### src/rtl/tqvp_pwm_timer.sv
// PWM timer peripheral: register window with prescaler, shadowed PERIOD/DUTY,
// a wrap flag and a level interrupt.
module tqvp_pwm_timer #(
  parameter int CLOCK_MHZ = 64
) (
  input  logic        clk,
  input  logic        rst,
  input  logic [7:0]  ui_in,
  output logic [7:0]  uo_out,
  input  logic [5:0]  address,
  input  logic [31:0] data_in,
  input  logic [1:0]  data_write_n,
  input  logic [1:0]  data_read_n,
  output logic [31:0] data_out,
  output logic        data_ready,
  output logic        user_interrupt
);

  localparam logic [5:0] ADDR_CTRL     = 6'h00;
  localparam logic [5:0] ADDR_PERIOD   = 6'h04;
  localparam logic [5:0] ADDR_DUTY     = 6'h08;
  localparam logic [5:0] ADDR_COUNT    = 6'h0C;
  localparam logic [5:0] ADDR_STATUS   = 6'h10;
  localparam logic [5:0] ADDR_PRESCALE = 6'h14;

  localparam logic [1:0] ACC_BYTE = 2'b00;
  localparam logic [1:0] ACC_HALF = 2'b01;
  localparam logic [1:0] ACC_WORD = 2'b10;
  localparam logic [1:0] ACC_NONE = 2'b11;

  // Byte writes touch only the low byte; wider writes replace the whole field.
  function automatic logic [15:0] merge16(input logic [15:0] old_v,
                                          input logic [15:0] new_v,
                                          input logic [1:0]  acc);
    logic [15:0] mask;
    case (acc)
      ACC_BYTE: mask = 16'h00FF;
      ACC_HALF: mask = 16'hFFFF;
      ACC_WORD: mask = 16'hFFFF;
      default:  mask = 16'h0000;
    endcase
    return (old_v & ~mask) | (new_v & mask);
  endfunction

  logic [2:0]  ctrl_q, ctrl_d;
  logic [15:0] period_sh_q, period_sh_d;
  logic [15:0] duty_sh_q, duty_sh_d;
  logic [15:0] period_q, period_d;
  logic [15:0] duty_q, duty_d;
  logic [15:0] count_q, count_d;
  logic [7:0]  presc_q, presc_d;
  logic [7:0]  prescale_q, prescale_d;
  logic        wrap_q, wrap_d;
  logic        pwm_q, pwm_d;
  logic        irq_q, irq_d;
  logic        ready_q, ready_d;
  logic [31:0] rdata_q, rdata_d;

  logic        wr_s;
  logic        rd_s;
  logic        en_s;
  logic        tick_s;
  logic        count_wr_s;
  logic        status_clr_s;
  logic        wrap_ev_s;
  logic        unused_s;

  assign unused_s = ^{ui_in, data_in[31:16], (CLOCK_MHZ > 0)};

  assign wr_s         = (data_write_n != ACC_NONE);
  assign rd_s         = (data_read_n != ACC_NONE);
  assign en_s         = ctrl_q[0];
  assign count_wr_s   = wr_s && (address == ADDR_COUNT);
  assign status_clr_s = wr_s && (address == ADDR_STATUS) && data_in[0];
  assign tick_s       = en_s && (presc_q == prescale_q);
  // A COUNT write pre-empts a coincident wrap.
  assign wrap_ev_s    = tick_s && (count_q == period_q) && !count_wr_s;

  // Timer, shadow and register-write next-state logic.
  always_comb begin
    if (!en_s || count_wr_s) begin
      count_d = 16'd0;
      presc_d = 8'd0;
    end else if (tick_s) begin
      presc_d = 8'd0;
      count_d = (count_q == period_q) ? 16'd0 : (count_q + 16'd1);
    end else begin
      presc_d = presc_q + 8'd1;
      count_d = count_q;
    end

    if (!en_s || wrap_ev_s) begin
      period_d = period_sh_q;
      duty_d   = duty_sh_q;
    end else begin
      period_d = period_q;
      duty_d   = duty_q;
    end

    if (wrap_ev_s) begin
      wrap_d = 1'b1;
    end else if (status_clr_s) begin
      wrap_d = 1'b0;
    end else begin
      wrap_d = wrap_q;
    end

    if (wr_s && (address == ADDR_CTRL)) begin
      ctrl_d = data_in[2:0];
    end else begin
      ctrl_d = ctrl_q;
    end

    if (wr_s && (address == ADDR_PERIOD)) begin
      period_sh_d = merge16(period_sh_q, data_in[15:0], data_write_n);
    end else begin
      period_sh_d = period_sh_q;
    end

    if (wr_s && (address == ADDR_DUTY)) begin
      duty_sh_d = merge16(duty_sh_q, data_in[15:0], data_write_n);
    end else begin
      duty_sh_d = duty_sh_q;
    end

    if (wr_s && (address == ADDR_PRESCALE)) begin
      prescale_d = data_in[7:0];
    end else begin
      prescale_d = prescale_q;
    end

    // Outputs are computed from next state so they line up with the counter.
    pwm_d = (ctrl_d[0] && (count_d < duty_d)) ^ ctrl_d[2];
    irq_d = wrap_d && ctrl_d[1];
  end

  // Read data mux, registered one cycle after the request.
  always_comb begin
    rdata_d = 32'd0;
    if (rd_s) begin
      case (address)
        ADDR_CTRL:     rdata_d = {29'd0, ctrl_q};
        ADDR_PERIOD:   rdata_d = {16'd0, period_sh_q};
        ADDR_DUTY:     rdata_d = {16'd0, duty_sh_q};
        ADDR_COUNT:    rdata_d = {16'd0, count_q};
        ADDR_STATUS:   rdata_d = {31'd0, wrap_q};
        ADDR_PRESCALE: rdata_d = {24'd0, prescale_q};
        default:       rdata_d = 32'd0;
      endcase
    end else begin
      rdata_d = 32'd0;
    end
    ready_d = rd_s;
  end

  // State registers with synchronous reset.
  always_ff @(posedge clk) begin
    if (rst) begin
      ctrl_q      <= 3'd0;
      period_sh_q <= 16'd0;
      duty_sh_q   <= 16'd0;
      period_q    <= 16'd0;
      duty_q      <= 16'd0;
      count_q     <= 16'd0;
      presc_q     <= 8'd0;
      prescale_q  <= 8'd0;
      wrap_q      <= 1'b0;
      pwm_q       <= 1'b0;
      irq_q       <= 1'b0;
      ready_q     <= 1'b0;
      rdata_q     <= 32'd0;
    end else begin
      ctrl_q      <= ctrl_d;
      period_sh_q <= period_sh_d;
      duty_sh_q   <= duty_sh_d;
      period_q    <= period_d;
      duty_q      <= duty_d;
      count_q     <= count_d;
      presc_q     <= presc_d;
      prescale_q  <= prescale_d;
      wrap_q      <= wrap_d;
      pwm_q       <= pwm_d;
      irq_q       <= irq_d;
      ready_q     <= ready_d;
      rdata_q     <= rdata_d;
    end
  end

  assign uo_out         = {6'b000000, ~pwm_q, pwm_q};
  assign data_out       = rdata_q;
  assign data_ready     = ready_q;
  assign user_interrupt = irq_q;

endmodule

### config.mk
export PLATFORM = sky130hd
export DESIGN_NAME = tqvp_pwm_timer
export DESIGN_NICKNAME = d
export VERILOG_FILES = /design/src/rtl/tqvp_pwm_timer.sv
export SDC_FILE = /design/constraint.sdc
export NUM_CORES = 1
export LEC_CHECK = 0
export ABC_AREA = 1
export BUFFER_PORTS_ARGS = -buffer_cell sky130_fd_sc_hd__buf_2
export CAP_MARGIN = 15
export CORE_ASPECT_RATIO = 1.5
export CORE_MARGIN = 4
export CORE_UTILIZATION = 51
export CTS_CLUSTER_DIAMETER = 120
export CTS_CLUSTER_SIZE = 10
export DETAILED_ROUTE_END_ITERATION = 7
export PLACE_DENSITY_LB_ADDON = 0.15
export SLEW_MARGIN = 20
export SYNTH_ARGS = -nofsm -noshare
export SYNTH_HDL_FRONTEND = slang
export SYNTH_SLANG_ARGS = --single-unit
### constraint.sdc
create_clock -name clk -period 3.29 [get_ports clk]
set_input_delay 0.658 -clock clk [delete_from_list [all_inputs] [get_ports clk]]
set_output_delay 0.658 -clock clk [all_outputs]
set_load 0.02 [all_outputs]
## Word level (Yosys, flattened, before mapping)

Index checks and enable logic that the tools add are counted.

| word-level totals | value |
|---|---|
| flip-flop bits (word level) | 135 |
| input bits | 52 |
| output and inout port bits | 42 |
| word-level logic and storage cells | 70 |

| operators by class | value |
|---|---|
| add/subtract/negate cells | 2 |
| order comparisons | 1 |
| equal/unequal tests | 11 |
| muxes and demuxes | 11 |
| bitwise gates (word level) | 11 |
| reduce and logical (&&, ||, !) cells | 21 |

Operator list:

| operator | number |
|---|---|
| 16-bit 2-to-1 mux | 6 |
| 16-bit one-hot mux with 6 select lines | 1 |
| 16-bit AND | 4 |
| 16-bit NOT | 2 |
| 16-bit bitwise OR | 2 |
| 16-bit one-hot mux with 2 select lines | 1 |
| 16-bit by 1-bit adder with 16-bit output, second input constant | 1 |
| 16-bit == test | 1 |
| 16-bit less-than comparator | 1 |
| 6-bit by 4-bit == test with 1-bit output, second input constant | 2 |
| 6-bit by 5-bit == test with 1-bit output, second input constant | 2 |
| 1-bit logical AND | 12 |
| 8-bit by 1-bit adder with 8-bit output, second input constant | 1 |
| 8-bit == test | 1 |
| 6-bit by 3-bit == test with 1-bit output, second input constant | 1 |
| 6-bit zero test | 1 |
| 2-bit != test, second input constant | 2 |
| 2-bit OR reduction | 2 |
| 3-bit 2-to-1 mux | 1 |
| 3-bit OR reduction | 1 |
| 2-bit by 1-bit == test with 1-bit output, second input constant | 1 |
| 2-bit == test, second input constant | 1 |
| 1-bit zero test | 2 |
| 2-bit zero test | 1 |
| 4 further kinds | 7 |

## Longest topological paths before layout

| depth | value |
|---|---|
| depth after elaboration | 9 |
| gate-level depth with buffers | 25 |
| depth with buffers taken out | 25 |

## Worst setup path before layout

OpenSTA, ideal clock, no wires.

| timing | value |
|---|---|
| kind | input-to-reg |
| start point | input port address[1] |
| end point | register pwm_q |
| library setup time | 0.109 ns |
| arrival time | 3.172 ns |
| data required time | 3.181 ns |
| slack | 0.009 ns |
| cell stages on the path | 17 |
| buffers on the path | 1 |
| cell sequence | or2_1 inv_2 nand2_1 nor2_1 nand2_1 nand4_1 nand2_2 buf_2 mux2i_1 ha_1 and3_1 nand2_1 nor2_1 a2111oi_0 nand3_1 nand2_1 inv_1 |

| between the ends | value |
|---|---|
| word-level cells in the longest chain between the ends | 9 |
| elaborated cells on any way between the ends | 14 |
| those cells by class | order compare: 1; eq/ne: 1; mux: 3; bitwise: 1; reduce/logical: 8 |

RTL lines:

| what | line | RTL |
|---|---|---|
| from (decl) | 10 | `input logic [5:0] address,` |
| 6-bit by 4-bit == test with 1-bit output | 73 | `assign count_wr_s = wr_s && (address == ADDR_COUNT);` |
| 1-bit logical AND | 73 |  |
| 1-bit zero test | 77 | `assign wrap_ev_s = tick_s && (count_q == period_q) && !count_wr_s;` |
| 1-bit logical AND | 77 |  |
| 1-bit logical OR | 92 | `if (!en_s \|\| wrap_ev_s) begin` |
| 16-bit 2-to-1 mux | 92 |  |
| 16-bit less-than comparator | 133 | `pwm_d = (ctrl_d[0] && (count_d < duty_d)) ^ ctrl_d[2];` |
| 1-bit logical AND | 133 |  |
| 1-bit XOR * | 133 |  |
| to (signal assigned) | 182 | `pwm_q <= pwm_d;` |
| to (decl) | 54 | `logic pwm_q, pwm_d;` |

Every way passes the cells marked *; elsewhere a longest branch is shown, timed or not.
A chain may end at the register's enable or synchronous reset.

## Worst setup path after layout

| timing | value |
|---|---|
| start point | register presc_q[4] |
| end point | register pwm_q |

| between the ends | value |
|---|---|
| elaborated cells on any way between the ends | 11 |
| those cells by class | order compare: 1; eq/ne: 1; mux: 3; bitwise: 1; reduce/logical: 5 |

RTL lines:

| what | line | RTL |
|---|---|---|
| from (decl) | 51 | `logic [7:0] presc_q, presc_d;` |
| from (signal assigned) | 179 | `presc_q <= presc_d;` |
| 8-bit == test | 75 | `assign tick_s = en_s && (presc_q == prescale_q);` |
| 1-bit logical AND | 75 |  |
| 16-bit 2-to-1 mux | 84 | `end else if (tick_s) begin` |
| 16-bit 2-to-1 mux | 81 | `if (!en_s \|\| count_wr_s) begin` |
| net count_d[5] | 50 | `logic [15:0] count_q, count_d;` |
| 16-bit less-than comparator | 133 |  |
| 1-bit logical AND | 133 |  |
| 1-bit XOR | 133 |  |

The timed path passes the listed nets, and every way through them passes these cells.

==> impl_metrics.toml <==
[cells_and_area]
nets = 1002
layout_common_cells = "141 x sky130_fd_sc_hd__nand2_1, 112 x sky130_fd_sc_hd__dfxtp_1, 109 x sky130_fd_sc_hd__inv_1"
layout_commonest_cell = "sky130_fd_sc_hd__nand2_1"
multiInputGateArea_sq_um = 2820
final-seq-area_sq_um = 2391
antenna_cells = 0
final_core_util = 0.6766
layout-drive-gt1-share = 0.2373
synthToLayoutAreaGrowth_pct = 30.07
layout.filler_cells = 943

[worst_setup_path]
critPathMostFrequentCell = "sky130_fd_sc_hd__nor2_1"
required_ns = 3.60
critical_path_buf_inv_count = 6
timing.critical_path.from_type = "register"
crit_slowest_cell = "sky130_fd_sc_hd__dfxtp_1"
critical_path.cell_chain = "inv_2, nor2_1, nor2_1, and2_1, nand3_4, buf_4, buf_4, nor2_1, nor2_1, inv_1, buf_4, nor3_1, ha_1, a21oi_1, nor2_1, a211oi_1, nand2_1, nand2_1, nand3_1, nand2_1, inv_1"
critical-path-top-delay-family = "simple AND/OR/NAND/NOR gates"
crit_fanout = 13
critical_path.endpoint_type = "register"
timing_worst_setup_path_type = "register to register"
cp_slowest_stage_delay_ns = 0.34
worstPathArrival_ns = 3.66

[route]
detailedRoute.firstIterationViolations = 274
route.detailed.drc = 0
dr_total_vias = 5638
route.antenna.remaining_nets = 0
routed_wl_microns = 16630
vias_per_cell = 5.168
routed_wire_length_per_instance_microns = 15.24
drt_pass1_iterations = 5

[die]
die_area_sq_um = 13070
die-height_microns = 138.1
core_region_area_sq_um = 11060
cell_rows = 47
floorplan.initialDensity = 0.5201
chipWidth_microns = 94.70
floorplan.io_pins = 94

[synthesis]
post_synth_num_cell_types = 42
ys_dominant_reg_cell = "sky130_fd_sc_hd__dfxtp_1"
syn_area_sq_um = 5751
post_synth_inst_count = 791
ys_seq_area_frac = 0.4143
synthesis.yosys.warnings = 0
synth_edf_count = 0
synthesis.area_per_instance_sq_um = 7.270
async_flop_share = 0
synth-seq-cells = 119

[timing]
fin_skew_ns = 0.007663
worst-slew-pin-transition_ns = 0.7400
unrepaired_setup_endpoints_after_global_routing = "true"
maximum_operating_frequency_ghz = 0.2984
finalCriticalPeriod_ns = 3.351
finalMaxSlewViolations = 0
timing_hold_violations_final = 0
maxSlewHeadroom = 0.5067
worst_slack_ns = -0.06118
finalSetupViolCount = 1
final_period_util = 1.019

[outcome]
status = "finished with violations"
violations = "negative setup slack"

[clocking]
insertion_delay_ns = 0.41
cts-root-to-sink-buffers = 2
clk_root_buffer_cell = "sky130_fd_sc_hd__clkbuf_16"
cts_max_level = 4
tritoncts = "done"
cts_buffers = 17
clk_pin_slew_ns = 0.06
clkSinkCount = 119

[global_routing]
groute.layer.met3.usage = 0.04402
globalRouteTotalUtil = 0.2606
top_usage_layer = "met2"
number_of_global_route_vias_before_repair = 5791
grt-ovfl-total = 0
met1_usage = 0.2501
grt_first_pass_wirelength_microns = 26470
grt_antenna_before_repair = 0
met2_resource_use_gr = 0.4807
grt_max_degree = 60

[power_and_ir_drop]
leakagePower_nw = 3.415
irDropWorstVdd_mv = 0.4917
report.power.total_mw = 3.647
total_power_per_unit_cell_area_nw_per_um2 = 487.6

[min_path]
holdCritPathClass = "register to register"

[place]
detailed_place_hpwl_microns = 12430
weighted_congestion_reported_at_the_end_of_routability_driven_placement = 0.8672
placement.io_buffers = 47
dp_worst_setup_slack_ns = -0.4098

[flow_run]
timing.max_cap.violations = 0
repair_timing:
action	CTS	global route
endpoints found under the setup margin	1	1
gates resized for setup	15	11
pin swaps	6	8
hold buffers	0	0
buffers inserted	2	2
hold endpoints to repair	0	0
cell type report:
type	instances	share of cell area
Clock buffer	18	0.05738
Multi-Input combinational cell	528	0.3770
Sequential cell	119	0.3197
Inverter	118	0.05955
Clock inverter	14	0.02994
Timing Repair Buffer	147	0.1318
Tap cell	147	0.02459
tightest hold or removal path, stage by stage (launching register included):
cell and delay (ns):
sky130_fd_sc_hd__dfxtp_1 0.30, sky130_fd_sc_hd__inv_1 0.06, sky130_fd_sc_hd__a21oi_1 0.05
metal layers:
| metal | routed length [microns] | share of wire |
|---|---|---|
| met5 | 0 | 0 |
| met4 | 1144 | 0.069 |
| met3 | 549 | 0.033 |
| met2 | 9047 | 0.54 |
| met1 | 5883 | 0.35 |
report_power, final:
group          switching, mW  internal, mW  total [mW]  leakage, nW
registers            0.00457          1.45        1.45        0.963
clock network          0.686          1.35        2.04        0.315
logic                  0.105        0.0505       0.155         2.14
total                  0.795          2.85        3.65         3.41
worst paths after layout:
path | from | to | slack, ns | cells after the start
setup / recovery | presc_q[4] | pwm_q | -0.06 | 21
hold / removal | register | register | 0.47 | 2
setup reg to reg | presc_q[4] | pwm_q | -0.06 | 21
hold reg to reg | register | register | 0.47 | 2
Yosys cell counts, types with 6 or more instances:
cell                         n  share of area
sky130_fd_sc_hd__o221ai_1    7          0.011
sky130_fd_sc_hd__inv_2       9         0.0059
sky130_fd_sc_hd__clkbuf_1   20          0.013
sky130_fd_sc_hd__xor2_1      6         0.0091
sky130_fd_sc_hd__o21ai_0    64          0.056
sky130_fd_sc_hd__inv_1     109          0.071
sky130_fd_sc_hd__nand2_1   142          0.093
sky130_fd_sc_hd__buf_4      23          0.030
sky130_fd_sc_hd__nor3_1     16          0.014
sky130_fd_sc_hd__ha_1       19          0.041
sky130_fd_sc_hd__nor4_1     14          0.015
sky130_fd_sc_hd__o21ai_1     8         0.0070
sky130_fd_sc_hd__a21oi_1    63          0.055
sky130_fd_sc_hd__o22ai_1     7         0.0076
sky130_fd_sc_hd__nor2_1     93          0.061
sky130_fd_sc_hd__mux2i_1     8          0.014
sky130_fd_sc_hd__dfxtp_1   119           0.41
sky130_fd_sc_hd__nand3_1    15          0.013
kinds of logic (layout without fill, tap and decap cells):
logic type,count (synthesis),in the layout,share of synthesized area
muxes,8,8,0.01393
DFF,119,119,0.4143
buffers and inverters,165,297,0.1232
other,1,22,0.0006521
AOI/OAI and AO/OA,171,171,0.1665
adders and majority gates,19,19,0.04134
and+or+nand+nor,301,301,0.2295
xor gates and xnor gates,7,7,0.01066
through the flow:
step | instances | TNS, ns | cell area [sq um] | hold slack (ns)
6_report | 1091 | -0.06118 | 7480 | 0.4693
5_1_grt | 1091 | -0.3621 | 7480 | 0.5093
4_1_cts | 1089 | -0.01393 | 7425 | 0.4699
3_5_place_dp | 1055 | -0.4098 | 6704 | 0.4623
3_3_place_gp | 1055 | -0.4520 | 6704 | 0.4619
2_1_floorplan | 812 | 0 | 5829 | 0.4366
Note: power is estimated with default switching activity, not from simulation.
